--- src/rtl/ctrl_stack.sv ---
// -----------------------------------------------------------------------------
// ctrl_stack
//
// Control-flow state unit for the pipelined processor. It holds two stacks:
//   * the return-address (call) stack, written by fetch through call/ret, and
//   * the per-lane enable-mask stack, driven by stage 2 through
//     popen/pushen/allen/jumpf_fail.
// The call stack tracks how many entries are valid, reports full/empty, and
// has defined behaviour on overflow and underflow. A stall freezes all state.
//
// Parameters
//   AW          return-address width in bits
//   DEPTH       call-stack entries (>= 2)
//   EDEPTH      enable-stack bits (>= 2)
//   RET_OFFSET  added to the top entry to form ret_pc (wraps modulo 2^AW)
//
// Ports
//   clk         rising-edge clock
//   reset       asynchronous, active-low (0 = reset)
//   stall       1 = hold every register, including cs_err
//   call        push call_pc onto the call stack
//   call_pc     address pushed on call
//   ret         pop the call stack
//   ret_pc      entry[0] + RET_OFFSET (combinational from the top entry)
//   cs_count    number of valid call-stack entries
//   cs_full     cs_count == DEPTH
//   cs_empty    cs_count == 0
//   jumpf_fail  clear enable bit 0
//   allen       set enable bit 0
//   pushen      duplicate enable bit 0 (shift left)
//   popen       pop the enable stack (shift right, top bit replicated)
//   enabled     enable-stack bit 0 (registered)
//   cs_err      sticky overflow/underflow flag
//
// Build option
//   CTRL_STACK_ERR_EN  when defined, cs_err is set by a call while full (without
//                      ret) or a ret while empty (without call) and stays set
//                      until reset. When undefined, cs_err is tied to 0 and no
//                      error logic exists. Stack data behaviour is the same in
//                      both builds.
// -----------------------------------------------------------------------------
module ctrl_stack #(
  parameter int AW         = 16,
  parameter int DEPTH      = 4,
  parameter int EDEPTH     = 32,
  parameter int RET_OFFSET = 2
) (
  input  logic                       clk,
  input  logic                       reset,
  input  logic                       stall,
  input  logic                       call,
  input  logic [AW-1:0]              call_pc,
  input  logic                       ret,
  output logic [AW-1:0]              ret_pc,
  output logic [$clog2(DEPTH+1)-1:0] cs_count,
  output logic                       cs_full,
  output logic                       cs_empty,
  input  logic                       jumpf_fail,
  input  logic                       allen,
  input  logic                       pushen,
  input  logic                       popen,
  output logic                       enabled,
  output logic                       cs_err
);

  localparam int            CW       = $clog2(DEPTH + 1);
  localparam logic [CW-1:0] DEPTH_C  = CW'(DEPTH);
  localparam logic [AW-1:0] OFFSET_C = AW'(RET_OFFSET);

  // ---------------------------------------------------------------------------
  // Call stack storage and status
  // ---------------------------------------------------------------------------
  logic [AW-1:0] cs_entry_reg  [DEPTH];
  logic [AW-1:0] cs_entry_next [DEPTH];
  logic [CW-1:0] cs_count_reg;
  logic [CW-1:0] cs_count_next;

  logic full_w;
  logic empty_w;

  assign full_w   = (cs_count_reg == DEPTH_C);
  assign empty_w  = (cs_count_reg == '0);
  assign cs_full  = full_w;
  assign cs_empty = empty_w;
  assign cs_count = cs_count_reg;

  // Top entry plus offset; wraps naturally at AW bits.
  assign ret_pc = cs_entry_reg[0] + OFFSET_C;

  // ---------------------------------------------------------------------------
  // Call-stack operation decode
  //   push : call without ret  (shift up, oldest entry falls off when full)
  //   pop  : ret without call, only when something is there to pop
  //   swap : call and ret together replace the top entry in place
  // A ret on an empty stack leaves the entries untouched.
  // ---------------------------------------------------------------------------
  logic do_push;
  logic do_pop;
  logic do_swap;

  assign do_push = call & ~ret;
  assign do_pop  = ret & ~call & ~empty_w;
  assign do_swap = call & ret;

  // Next value for each entry, built per slot so the edge slots need no
  // out-of-range neighbours.
  genvar gi;
  generate
    for (gi = 0; gi < DEPTH; gi++) begin : g_entry
      if (gi == 0) begin : g_top
        always_comb begin
          cs_entry_next[gi] = cs_entry_reg[gi];
          if (do_push || do_swap) begin
            cs_entry_next[gi] = call_pc;
          end else if (do_pop) begin
            cs_entry_next[gi] = cs_entry_reg[gi+1];
          end
        end
      end else if (gi == DEPTH - 1) begin : g_bottom
        always_comb begin
          cs_entry_next[gi] = cs_entry_reg[gi];
          if (do_push) begin
            cs_entry_next[gi] = cs_entry_reg[gi-1];
          end else if (do_pop) begin
            cs_entry_next[gi] = '0;
          end
        end
      end else begin : g_mid
        always_comb begin
          cs_entry_next[gi] = cs_entry_reg[gi];
          if (do_push) begin
            cs_entry_next[gi] = cs_entry_reg[gi-1];
          end else if (do_pop) begin
            cs_entry_next[gi] = cs_entry_reg[gi+1];
          end
        end
      end

      always_ff @(posedge clk or negedge reset) begin
        if (!reset) begin
          cs_entry_reg[gi] <= '0;
        end else if (!stall) begin
          cs_entry_reg[gi] <= cs_entry_next[gi];
        end
      end
    end
  endgenerate

  // Count saturates at DEPTH on push and floors at 0 on pop; a swap is neutral.
  always_comb begin
    cs_count_next = cs_count_reg;
    if (do_push && !full_w) begin
      cs_count_next = cs_count_reg + CW'(1);
    end else if (do_pop) begin
      cs_count_next = cs_count_reg - CW'(1);
    end
  end

  always_ff @(posedge clk or negedge reset) begin
    if (!reset) begin
      cs_count_reg <= '0;
    end else if (!stall) begin
      cs_count_reg <= cs_count_next;
    end
  end

  // ---------------------------------------------------------------------------
  // Enable-mask stack
  //   One operation per cycle, priority popen > pushen > allen > jumpf_fail.
  //   Pop replicates the top bit so an empty-looking stack stays enabled;
  //   push duplicates bit 0 and drops the top bit.
  // ---------------------------------------------------------------------------
  logic [EDEPTH-1:0] en_stack_reg;
  logic [EDEPTH-1:0] en_stack_next;

  always_comb begin
    en_stack_next = en_stack_reg;
    if (popen) begin
      en_stack_next = {en_stack_reg[EDEPTH-1], en_stack_reg[EDEPTH-1:1]};
    end else if (pushen) begin
      en_stack_next = {en_stack_reg[EDEPTH-2:0], en_stack_reg[0]};
    end else if (allen) begin
      en_stack_next[0] = 1'b1;
    end else if (jumpf_fail) begin
      en_stack_next[0] = 1'b0;
    end
  end

  always_ff @(posedge clk or negedge reset) begin
    if (!reset) begin
      en_stack_reg <= '1;
    end else if (!stall) begin
      en_stack_reg <= en_stack_next;
    end
  end

  assign enabled = en_stack_reg[0];

  // ---------------------------------------------------------------------------
  // Sticky overflow/underflow flag
  // ---------------------------------------------------------------------------
`ifdef CTRL_STACK_ERR_EN
  logic cs_err_reg;
  logic err_event;

  // A simultaneous call+ret is a replace and never counts as an error.
  assign err_event = (call & ~ret & full_w) | (ret & ~call & empty_w);

  always_ff @(posedge clk or negedge reset) begin
    if (!reset) begin
      cs_err_reg <= 1'b0;
    end else if (!stall && err_event) begin
      cs_err_reg <= 1'b1;
    end
  end

  assign cs_err = cs_err_reg;
`else
  assign cs_err = 1'b0;
`endif

endmodule
--- config.mk ---
export PLATFORM = sky130hd
export DESIGN_NAME = ctrl_stack
export DESIGN_NICKNAME = d
export VERILOG_FILES = /design/src/rtl/ctrl_stack.sv
export SDC_FILE = /design/constraint.sdc
export NUM_CORES = 1
export LEC_CHECK = 0
export CAP_MARGIN = 20
export CORE_MARGIN = 2
export CORE_UTILIZATION = 61
export CTS_CLUSTER_SIZE = 24
export DETAILED_ROUTE_END_ITERATION = 8
export MAX_ROUTING_LAYER = met4
export PLACE_DENSITY = 0.85
export SYNTH_ARGS = -nofsm -noshare
export SYNTH_HDL_FRONTEND = slang
export SYNTH_SLANG_ARGS = --single-unit
--- constraint.sdc ---
create_clock -name clk -period 3.6 [get_ports clk]
set_clock_uncertainty 0.2 [all_clocks]
set_input_delay 0.54 -clock clk [delete_from_list [all_inputs] [get_ports clk]]
set_output_delay 0.54 -clock clk [all_outputs]
set_load 0.03 [all_outputs]
; Yosys cells after proc, flatten, opt, wreduce, memory -nomap -nowiden
; Index checks and enable logic that the tools add are counted.
[op_classes]
n_addsub = 3
eq_ne = 2
muxes = 15
bitwise_logic = 9
reduce_logical = 15
[ops]
columns = op, n
row1 = $mux W16, 8
row2 = $mux W31, 1
row3 = $mux W30, 1
row4 = $add A16 B2 Y16 const B, 1
row5 = $reduce_and A2 Y1, 4
row6 = $reduce_bool A2 Y1, 4
row7 = $mux W3, 2
row8 = $reduce_and A3 Y1, 2
row9 = $not A1 Y1, 5
row10 = $and A1 B1 Y1, 4
row11 = $add A3 B1 Y3 const B, 1
row12 = $eq A3 B3 Y1 const B, 1
row13 = $logic_not A3 Y1, 1
row14 = $mux W1, 3
row15 = $reduce_bool A3 Y1, 1
row16 = $sub A3 B1 Y3 const B, 1
row17 = $ne A2 B1 Y1 const B, 1
row18 = $logic_and A1 B1 Y1, 1
row19 = $logic_not A1 Y1, 1
row20 = $logic_or A1 B1 Y1, 1
[word_totals]
reg_bits = 99
out_inout_bits = 23
word_cells = 52

; Logic depth before layout (Yosys ltp)
; Gate-level depths: netlist (run 1).
[depth]
ltp_word = 5
ltp_mapped = 10
depth_no_buf = 8

; Least setup slack after synthesis (run 1)
; OpenSTA, ideal clock, no wires.
[synth_path]
path_kind = input to register
startpoint = in call
endpoint = reg cs_count_reg[2] (netlist: cs_count[2])
t_arrival_ns = 2.257
required_ns = 3.304
setup_slack_ns = 1.047
cell_stages = 8
n_path_buf = 3
path_cell_list = buf_4 nand2b_1 buf_4 clkbuf_1 or2_2 fa_1 o31a_1 o31ai_1
[synth_via]
elab_chain_len = 5
word_cells_on_any_way = 8
cone_classes = 1 x mux / 4 x bitwise / 3 x reduce/logical
[synth_lines]
columns = element, line_no
row1 = "start, declared", 51  ; input logic call,
row2 = $not A1 Y1, 102  ; assign do_pop = ret & ~call & ~empty_w;
row3 = $and A1 B1 Y1 (2 in series), 102
row4 = $reduce_bool A2 Y1 (no line), n/a
row5 = $reduce_and A2 Y1 (no line), n/a
row6 = "end signal, assigned", 163  ; cs_count_reg <= cs_count_next;
row7 = "end, declared", 75  ; logic [CW-1:0] cs_count_reg;
; Parallel ways exist; a longest one is shown, timed or not.
; A chain may end at the register's enable or synchronous reset.

; Worst setup path in the final report (run 1)
[layout_path]
startpoint = reg cs_entry_reg[49] (netlist name)
endpoint = out ret_pc[15]
[layout_via]
elab_chain_len = 1
[layout_lines]
columns = element, line_no
row1 = "start, declared", 73  ; logic [AW-1:0] cs_entry_reg [DEPTH];
row2 = "start signal, assigned by index", 143  ; cs_entry_reg[gi] <= cs_entry_next[gi];
row3 = $add A16 B2 Y16, 88  ; assign ret_pc = cs_entry_reg[0] + OFFSET_C;
row4 = "end, declared", 54  ; output logic [AW-1:0] ret_pc,
; Every way passes these cells.

==> summary.txt, run 1 <==
Status
  – Outcome: complete, no violations

Detailed routing
  – Vias: 3295
  – Via density: 5.905
  – Total Wirelength: 9206 um
  – Post-route ant nets: 0
  – Drc violations: 0
  – Routed wire length per instance: 16.50 um
  – 1st-iter DRT viols: 247
  – 1st-pass router iterations: 4

Power
  – Comb power frac: 33.8%
  – Sw frac: 35.44%
  – Leakage: 2.157 nW
  – Int Pwr: 2.425 mW
  – Cell Pwr Density: 688.1 nW/um2
  – Worst VDD drop: 0.0002844 V
  – P_sw: 1.331 mW
  – Clock power frac: 18.8%
  – Sequential Power Share: 47.5%

Timing
  – RSZ-0062 raised after global routing: no
  – FMAX: 0.3178 GHz
  – Min Tclk post-route: 3.147 ns
  – Relative slew slack: 38.52%
  – Final setup viols: 0
  – Total negative slack: 0 ns
  – Final hold violations: 0
  – Period utilization: 87.42%
  – Final Max Slew Viols: 0
  – Worst-Margin Slew: 0.9223 ns
  – Hold slack final: 0.06228 ns

CTS
  – Reg clk slew, reported paths: 0.10 ns
  – CTS Buf Count: 9
  – CTS sink count: 99
  – Count of cells resized by post-cts repair: 0
  – Clk Latency, worst-skew pair: 0.35 ns
  – Deepest clock path buffer count: 2
  – Cts hold-fix bufs: 0
  – Postcts setup bufs: 0
  – Clk root buf: clkbuf_8
  – TritonCTS clock tree: built
  – Htree depth: 3

GRT
  – Grt ovf: 0
  – Largest net degree at the start of global routing: 69
  – Met1 global-route usage: 33.67%
  – GR peak layer: met2
  – Vias in the first global route: 3202
  – Met3 Usage GRT: 4.394%
  – Global-route wire length before repair: 15800 um
  – Tot GR Track Use: 23.70%
  – Initial antenna violation count: 0
  – Met2 global-route usage: 35.52%

Job
  – Max Cap Viol: 0

Critical path
  – Critical Path End Type: output port
  – WS Path Type: reg2out
  – Crit path max fanout: 8
  – CP required: 2.86 ns
  – Critical path arrival: 2.41 ns
  – Crit path launch type: flip-flop
  – Reg-to-reg slack, setup: 1.22 ns

Die
  – Die W: 92.57 um
  – Core Rows: 32
  – Area of the die: 8568 um2
  – Die Y: 92.57 um
  – Initial cell density of the core: 62.57%
  – Core Region: 7647 um2
  – Num ports: 48

Logic synthesis
  – Synthesized instance count: 422
  – Cell variety after synth: 39
  – Post-synth ARST share: 100.0%
  – Post-Syn Area per Cell: 11.34 um2
  – Part of the Yosys area used for sequential elements: 52.62%
  – Yosys warnings: 0
  – Post-synth EDFFs: 0
  – Mapped Nets: 449
  – Synth Flop Type: dfrtp_1
  – Mapped Area: 4785 um2
  – Yosys reg bits: 99

Finish
  – Area grow syn2layout: 14.10%
  – Most common cell after layout, fill and taps aside: dfrtp_1
  – Max reg flops: 64
  – Register area: 2517 um2
  – ANT cells: 0
  – Cell area after layout: 5459 um2
  – Layout Utilization: 71.38%
  – Ratio of cells with drive above 1 in the final layout: 14.47%
  – # nets final: 478
  – # fillers: 547
  – Commonest cells after routing, fill and taps aside: dfrtp_1, o22a_1, mux2i_1
  – Multi-input logic area: 2076 um2

Hold path
  – HP Class: in2async

Place
  – DP Wirelength: 6102 um
  – Placed inst area: 5226 um2
  – Final RePlAce weighted congestion: 0.7726
  – Port Buffers: 46
-- power groups by stage --
| stage | logic (mW) | registers, mW | clock network (mW) |
|---|---|---|---|
| CTS | 1.28 | 1.78 | 0.724 |
| floorplan | 0.895 | 1.72 | 0 |
| finish | 1.27 | 1.78 | 0.704 |
| detailed placement | 1.27 | 1.79 | 0 |
| global route | 1.38 | 1.83 | 0.774 |
| global placement | 1.23 | 1.77 | 0 |
-- layer usage --
metal / vias to the layer above / part of all wire [%]
met4: 0 / 0.34
met5: - / 0
met1: 1603 / 47
met3: 4 / 5.0
met2: 80 / 48
li1: 1608 / -
-- per-stage QoR --
stage | instances | setup slack, ns | total power [mW]
2_1_floorplan | 422 | 1.047 | 2.612
3_3_place_gp | 540 | 0.7236 | 2.998
3_5_place_dp | 540 | 0.6524 | 3.065
4_1_cts | 556 | 0.4134 | 3.776
5_1_grt | 558 | 0.2922 | 3.979
6_report | 558 | 0.4530 | 3.756
-- cells in the mapped netlist, drive strengths merged (3+ instances only) --
master,number,area (um2)
buf,18,131.4
o21ai,32,160.2
a21oi,19,106.4
mux2i,46,460.4
o22a,65,569.3
xnor2,8,70.07
clkbuf,18,67.56
nand2,33,123.9
nor2b,3,18.77
nand3,7,35.03
dfrtp,67,1677
dfstp,32,840.8
nor2,21,78.83
xor2,7,61.31
nand4,3,18.77
a22o,16,140.1
-- path summary, 6_finish.rpt --
| check | to | startpoint | depth (start not counted) |
|---|---|---|---|
| max reg2reg | cs_count[2] | cs_count[0] | 6 |
| max in group asynchronous | en_stack_reg[21] | reset | 2 |
| min | cs_entry_reg[1] | reset | 1 |
| max | ret_pc[15] | cs_entry_reg[49] | 5 |
| min in group clk | en_stack_reg[16] | en_stack_reg[16] | 2 |
| min reg2reg | en_stack_reg[16] | en_stack_reg[16] | 2 |
-- kinds of logic after synthesis --
group	count (synthesis)	share of synthesized area [%]
xor gates and xnor gates	15	2.746
AOI/OAI and AO/OA	139	21.84
and+or+nand+nor	80	7.636
buffers and inverters	38	4.315
other	1	0.07838
DFF	99	52.62
adders and majority gates	2	0.6799
muxes	48	10.09
-- cell type report --
class / count / share of cell area, %
well taps: 102 / 2.338
inverters: 2 / 0.1375
clock inverters: 4 / 0.5042
flip-flops and latches: 99 / 46.11
repair buffers: 54 / 9.626
clock buffers: 12 / 3.255
multi-input cells: 285 / 38.02
-- critical path, stage by stage, from the launching register on --
cell and delay (ns):
dfrtp_1 0.51, ha_1 0.26, and2_1 0.27, nand4_1 0.17, xnor2_1 0.16, clkdlybuf4s50_1 0.68
(Power assumes the default switching activity.)
==> run 2, diff against run 1 <==
--- a/config.mk
+++ b/config.mk
@@ -7,11 +7,12 @@
 export LEC_CHECK = 0
 export CAP_MARGIN = 20
 export CORE_MARGIN = 2
-export CORE_UTILIZATION = 61
+export CORE_UTILIZATION = 64
+export CTS_BUF_LIST = sky130_fd_sc_hd__clkbuf_4 sky130_fd_sc_hd__clkbuf_8
 export CTS_CLUSTER_SIZE = 24
 export DETAILED_ROUTE_END_ITERATION = 8
 export MAX_ROUTING_LAYER = met4
-export PLACE_DENSITY = 0.85
+export PLACE_DENSITY = 0.88
 export SYNTH_ARGS = -nofsm -noshare
 export SYNTH_HDL_FRONTEND = slang
 export SYNTH_SLANG_ARGS = --single-unit
==> run 2 against run 1 <==
- worst setup slack gained 0.049 ns
- via count increased by 3.0%
- register-to-register slack got worse by 0.07 ns
- utilization grew 4.2 points
- combinational power about the same
- sequential power about the same
- clock power increased by 11%
- largest cell class unchanged
- largest power group unchanged
==> summary.txt, run 2 (same netlist as run 1, synthesis figures left out) <==
Status
  – Outcome: complete, no violations

Detailed routing
  – Routed wire length per instance: 17.75 um (+7.6%)
  – Total Wirelength: 9907 um (+7.6%)
  – Vias: 3395 (+3.0%)
  – 1st-pass router iterations: 6 (+2)
  – Via density: 6.084 (+3.0%)
  – 1st-iter DRT viols: 397 (+61%)
  – Drc violations: 0 (unchanged)
  – Post-route ant nets: 0 (unchanged)

Die
  – Area of the die: 8184 um2 (-4.5%)
  – Die Y: 90.47 um (-2.3%)
  – Die W: 90.47 um (-2.3%)
  – Initial cell density of the core: 65.97% (+3.4 points)
  – Num ports: 48 (unchanged)
  – Core Rows: 31 (-3.1%)
  – Core Region: 7253 um2 (-5.2%)

Finish
  – ANT cells: 0 (unchanged)
  – Commonest cells after routing, fill and taps aside: dfrtp_1, o22a_1, mux2i_1
  – Ratio of cells with drive above 1 in the final layout: 15.25% (+0.78 points)
  – # fillers: 477 (-13%)
  – Register area: 2517 um2 (unchanged)
  – Multi-input logic area: 2068 um2 (-0.36%)
  – # nets final: 481 (+0.63%)
  – Max reg flops: 64 (unchanged)
  – Most common cell after layout, fill and taps aside: dfrtp_1
  – Area grow syn2layout: 14.64%

Timing
  – Relative slew slack: 41.85% (+3.3 points)
  – FMAX: 0.3228 GHz (+1.6%)
  – Final hold violations: 0 (unchanged)
  – Worst-Margin Slew: 0.8703 ns (-0.05198 ns)
  – Period utilization: 86.05% (-1.4 points)
  – RSZ-0062 raised after global routing: no
  – Total negative slack: 0 ns (unchanged)
  – Final setup viols: 0 (unchanged)
  – Hold slack final: 0.0003618 ns (-0.06192 ns)
  – Final Max Slew Viols: 0 (unchanged)
  – Min Tclk post-route: 3.098 ns (-0.04919 ns)

Job
  – Max Cap Viol: 0 (unchanged)

Power
  – Sw frac: 35.12% (-0.32 points)
  – Leakage: 2.181 nW (+1.1%)
  – Comb power frac: 33.3% (-0.5 points)
  – Clock power frac: 20.3% (+1.5 points)
  – Cell Pwr Density: 704.5 nW/um2 (+2.4%)
  – Sequential Power Share: 46.4% (-1.1 points)
  – Int Pwr: 2.507 mW (+3.4%)
  – Worst VDD drop: 0.0003399 V (+20%)
  – P_sw: 1.357 mW (+1.9%)
  – Pwr Total: 3.864 mW (+2.9%)

Critical path
  – WS Path Type: reg2out
  – CP required: 2.86 ns (about the same)
  – Slowest CP cell: clkdlybuf4s50_1
  – Critical path arrival: 2.36 ns (-0.05 ns)
  – Worst setup startpoint: cs_entry_reg[52]
  – Worst r2r src: cs_count[0]
  – Crit-path max cell delay: 0.69 ns (about the same)
  – Critical path cell sequence: and4_1 -> nand3_1 -> nor3_1 -> xor2_1 -> clkdlybuf4s50_1
  – Critical Path End Type: output port
  – Kind of cell adding the most delay to the critical path: buffers and inverters
  – Crit path max fanout: 6 (-2)
  – Crit path launch type: flip-flop
  – Worst Path Buf+Inv: 1 (unchanged)

GRT
  – Vias in the first global route: 3468 (+8.3%)
  – Grt ovf: 0 (unchanged)
  – Tot GR Track Use: 26.66% (+3.0 points)
  – Initial antenna violation count: 0 (unchanged)
  – Largest net degree at the start of global routing: 54 (-22%)
  – Global-route wire length before repair: 17080 um (+8.1%)

CTS
  – Clk Latency, worst-skew pair: 0.36 ns (about the same)
  – Postcts setup bufs: 0 (unchanged)
  – Count of cells resized by post-cts repair: 0 (unchanged)
  – TritonCTS clock tree: built
  – Htree depth: 3 (unchanged)
  – Clk root buf: clkbuf_8
  – CTS Buf Count: 9 (unchanged)
  – Deepest clock path buffer count: 2 (unchanged)
  – Reg clk slew, reported paths: 0.09 ns (about the same)
  – CTS sink count: 99 (unchanged)
  – Cts hold-fix bufs: 0 (unchanged)

Place
  – Final RePlAce weighted congestion: 0.7978 (+3.3%)
  – Port Buffers: 46 (unchanged)
  – DP Wirelength: 6681 um (+9.5%)

Hold path
  – HP Class: in2async
-- run 2: cell count changes in the layout (fill, tap and decap cells not counted) --
cell / change
clkinvlp_4: -1
clkbuf_1: -1
o21bai_2: +1
clkbuf_4: +3
buf_4: +3
inv_4: -1
clkbuf_16: -2
o21bai_4: -1
bufinv_16: +2
-- run 2: final timing paths --
kind / end / slack [ns] / cells past startpoint
hold / removal: cs_entry_reg[2] / 0.0004 / 1
hold reg to reg: en_stack_reg[17] / 0.29 / 2
max in group asynchronous: en_stack_reg[17] / 2.46 / 2
min in group clk: en_stack_reg[17] / 0.29 / 2
setup reg to reg: cs_count[2] / 1.15 / 7
setup / recovery: ret_pc[12] / 0.50 / 5
-- run 2: area by class of cell --
type                            count  share of cell area [%]
Sequential cell                    99                   45.89
Multi-Input combinational cell    285                   37.71
Timing Repair Buffer               57                   9.991
Clock buffer                       12                   2.669
Tap cell                           99                   2.258
Clock inverter                      4                   1.346
Inverter                            2                  0.1369
-- run 2: metal layers --
layer	wire length (um)	track usage, %
met1	4432	35.95
met2	4860	41.48
met3	510	5.676
met4	104	7.436
met5	0	-
-- run 2: metrics by stage --
step	util (%)	setup slack, ns	std cells	area, um2
finish	75.63	0.5022	558	5485
floorplan	-	1.047	422	4785
global route	75.63	0.3796	558	5485
detailed placement	72.49	0.7151	541	5258
CTS	75.52	0.4805	557	5478
global placement	72.49	0.7972	541	5258
-- run 2: power groups by stage --
stage / logic [mW] / clock network [mW] / registers (mW)
after floorplan: 0.895 / 0 / 1.72
after global placement: 1.24 / 0 / 1.78
after global routing: 1.38 / 0.841 / 1.84
after detailed placement: 1.29 / 0 / 1.80
final: 1.29 / 0.783 / 1.79
after CTS: 1.29 / 0.800 / 1.78
-- run 2: worst reg2reg max path, delay by kind of cell, from the launching register on --
family,cells,cell delay [ns]
compound gates,3,0.55
simple gates,3,0.66
flops,1,0.50
fa+ha+maj,1,0.41
==> edit, RTL diff (flow settings as in run 2) <==
Set the parameter `EDEPTH` to 128 (it was 32).
--- a/src/rtl/ctrl_stack.sv
+++ b/src/rtl/ctrl_stack.sv
@@ -44,3 +44,3 @@
   parameter int DEPTH      = 4,
-  parameter int EDEPTH     = 32,
+  parameter int EDEPTH     = 128,
   parameter int RET_OFFSET = 2
Check against the original RTL: same outputs for any inputs over 4 cycles, from zero or initial values and one cycle with reset low; that may be too few to reach the edited logic, so the function may still have changed.
==> edit against run 2 <==
  * Worst setup slack got worse by 170 ps
  * Global-route usage shrank 2.4 points
  * Final area rose by 85%
  * Sequential share of layout area is 3.8 points higher
  * Utilization shrank 5.0 points
  * Sequential cell count increased by 96
  * Total power up 45%
  * Area after synthesis is 94% higher
  * Wire length grew 77%
  * Synthesized cell count rose by 99%
  * Sequential power grew 58%
  * Die area up 89%
==> edit: results (changes against run 2) <==
INFO  metric outcome = complete, no violations
INFO  metric xor_xnor_cell_area_share_of_the_yosys_netlist = 1.23% (-1.5 points)
INFO  metric synth-compound-area-share = 16.4% (-5.4 points)
INFO  metric grt_first_pass_wirelength = 30.5 mm (+79%)
INFO  metric worstPathArrival = 2530 ps (+170 ps)
INFO  metric timing.slew.headroom = 38.9% (-2.9 points)
INFO  metric vias = 6239 (+84%)
INFO  metric synth_seq_area_share = 54.3% (+1.7 points)
INFO  metric synth_top_flop_cell = dfstp_2
INFO  metric worst_path_dominant_cell_family = simple AND/OR/NAND/NOR gates
INFO  metric clock_tree.htree_level_count = 4 (+1)
INFO  metric grt_use_met1 = 30.3% (-5.6 points)
INFO  metric total_leakage_power = 3.95 nW (+81%)
INFO  metric crit-reg2reg-launch = cs_count[2]
INFO  metric mapped_nets = 867 (+93%)
INFO  metric critPathLaunch = cs_entry_reg[51]
INFO  metric clock_latency_at_the_later_pin_of_the_worst_skew_pair = 450 ps (+90 ps)
INFO  metric finalNetCount = 877 (+82%)
INFO  metric use_met3 = 5.24% (-0.44 points)
INFO  metric largest_register_ff_count = 128 (+100%)
INFO  metric post_synth_fa_ha_maj_area_fraction = 0.351% (-0.33 points)
INFO  metric maximum_number_of_pins_on_one_net_before_global_route_repair = 253 (+370%)
INFO  metric firstDrtPassIters = 5 (-1)
INFO  metric drt-total-wl = 17.6 mm (+77%)
INFO  metric stdcell_count = 1048 (+88%)
INFO  metric post_synth_num_cell_types = 40 (+2.6%)
INFO  metric syn_inst = 840 (+99%)
INFO  metric post_detailed_placement_half_perimeter_wirelength = 11.2 mm (+68%)
INFO  metric crit_fanout = 7 (+1)
INFO  metric max-vdd-ir-drop = 0.443 mV (+30%)
INFO  metric hold_fix_buffers_cts = 1 (+1)
INFO  metric grtUsageMet2 = 40.6% (-0.85 points)
INFO  metric placement_setup_slack = 636 ps (-78.9 ps)
INFO  metric holdCritPathClass = register to register
INFO  metric cts_made_buffers = 17 (+8)
INFO  metric layout-drive-gt1-share = 21.0% (+5.7 points)
INFO  metric vias_in_the_first_global_route = 6445 (+86%)
INFO  metric synth_async_sr_flop_share = 100% (unchanged)
[edit: metal layers]
metal | vias to the layer above | part of all wire, %
li1 | 3005 | -
met1 | 3114 | 44
met2 | 101 | 51
met3 | 19 | 3.5
met4 | 0 | 1.3
met5 | - | 0
[edit: worst paths after layout]
kind	cells past startpoint	to	slack (ps)
hold reg to reg	2	en_stack_reg[103]	290
min in group asynchronous	2	cs_entry_reg[1]	520
hold / removal	2	en_stack_reg[103]	290
max in group asynchronous	3	en_stack_reg[103]	1750
setup / recovery	5	ret_pc[10]	330
setup reg to reg	6	cs_count[2]	1320
[edit: area by class of cell]
cell class / instances / area (um^2)
diodes: 1 / 2.50
flip-flops and latches: 195 / 5040
clock inverters: 14 / 160
inverters: 2 / 7.51
multi-input cells: 574 / 3860
well taps: 184 / 230
fillers: 1004 / 4220
clock buffers: 18 / 248
repair buffers: 60 / 596
[edit: where the power goes]
group | leakage [nW] | internal (mW) | switching [mW] | total, mW
combinational | 1.67 | 0.629 | 0.690 | 1.32
clock | 0.206 | 0.701 | 0.752 | 1.45
sequential | 2.08 | 2.50 | 0.316 | 2.82
[edit: worst reg2reg max path, cell delays in order (launching register included)]
cell       delay [ps]
dfrtp_1           470
nor3b_1           200
nand2b_1          200
fa_1              420
or3_1             380
a21oi_1           180
a2bb2oi_1         170
[edit: metrics by stage]
step / instance area, um^2 / hold WS, ps / power, mW
global placement: 9730 / 273 / 4.07
floorplan: 9280 / 44.4 / 3.68
detailed placement: 9730 / 280 / 4.15
global route: 10100 / 307 / 5.83
finish: 10100 / 292 / 5.59
CTS: 10100 / 294 / 5.61
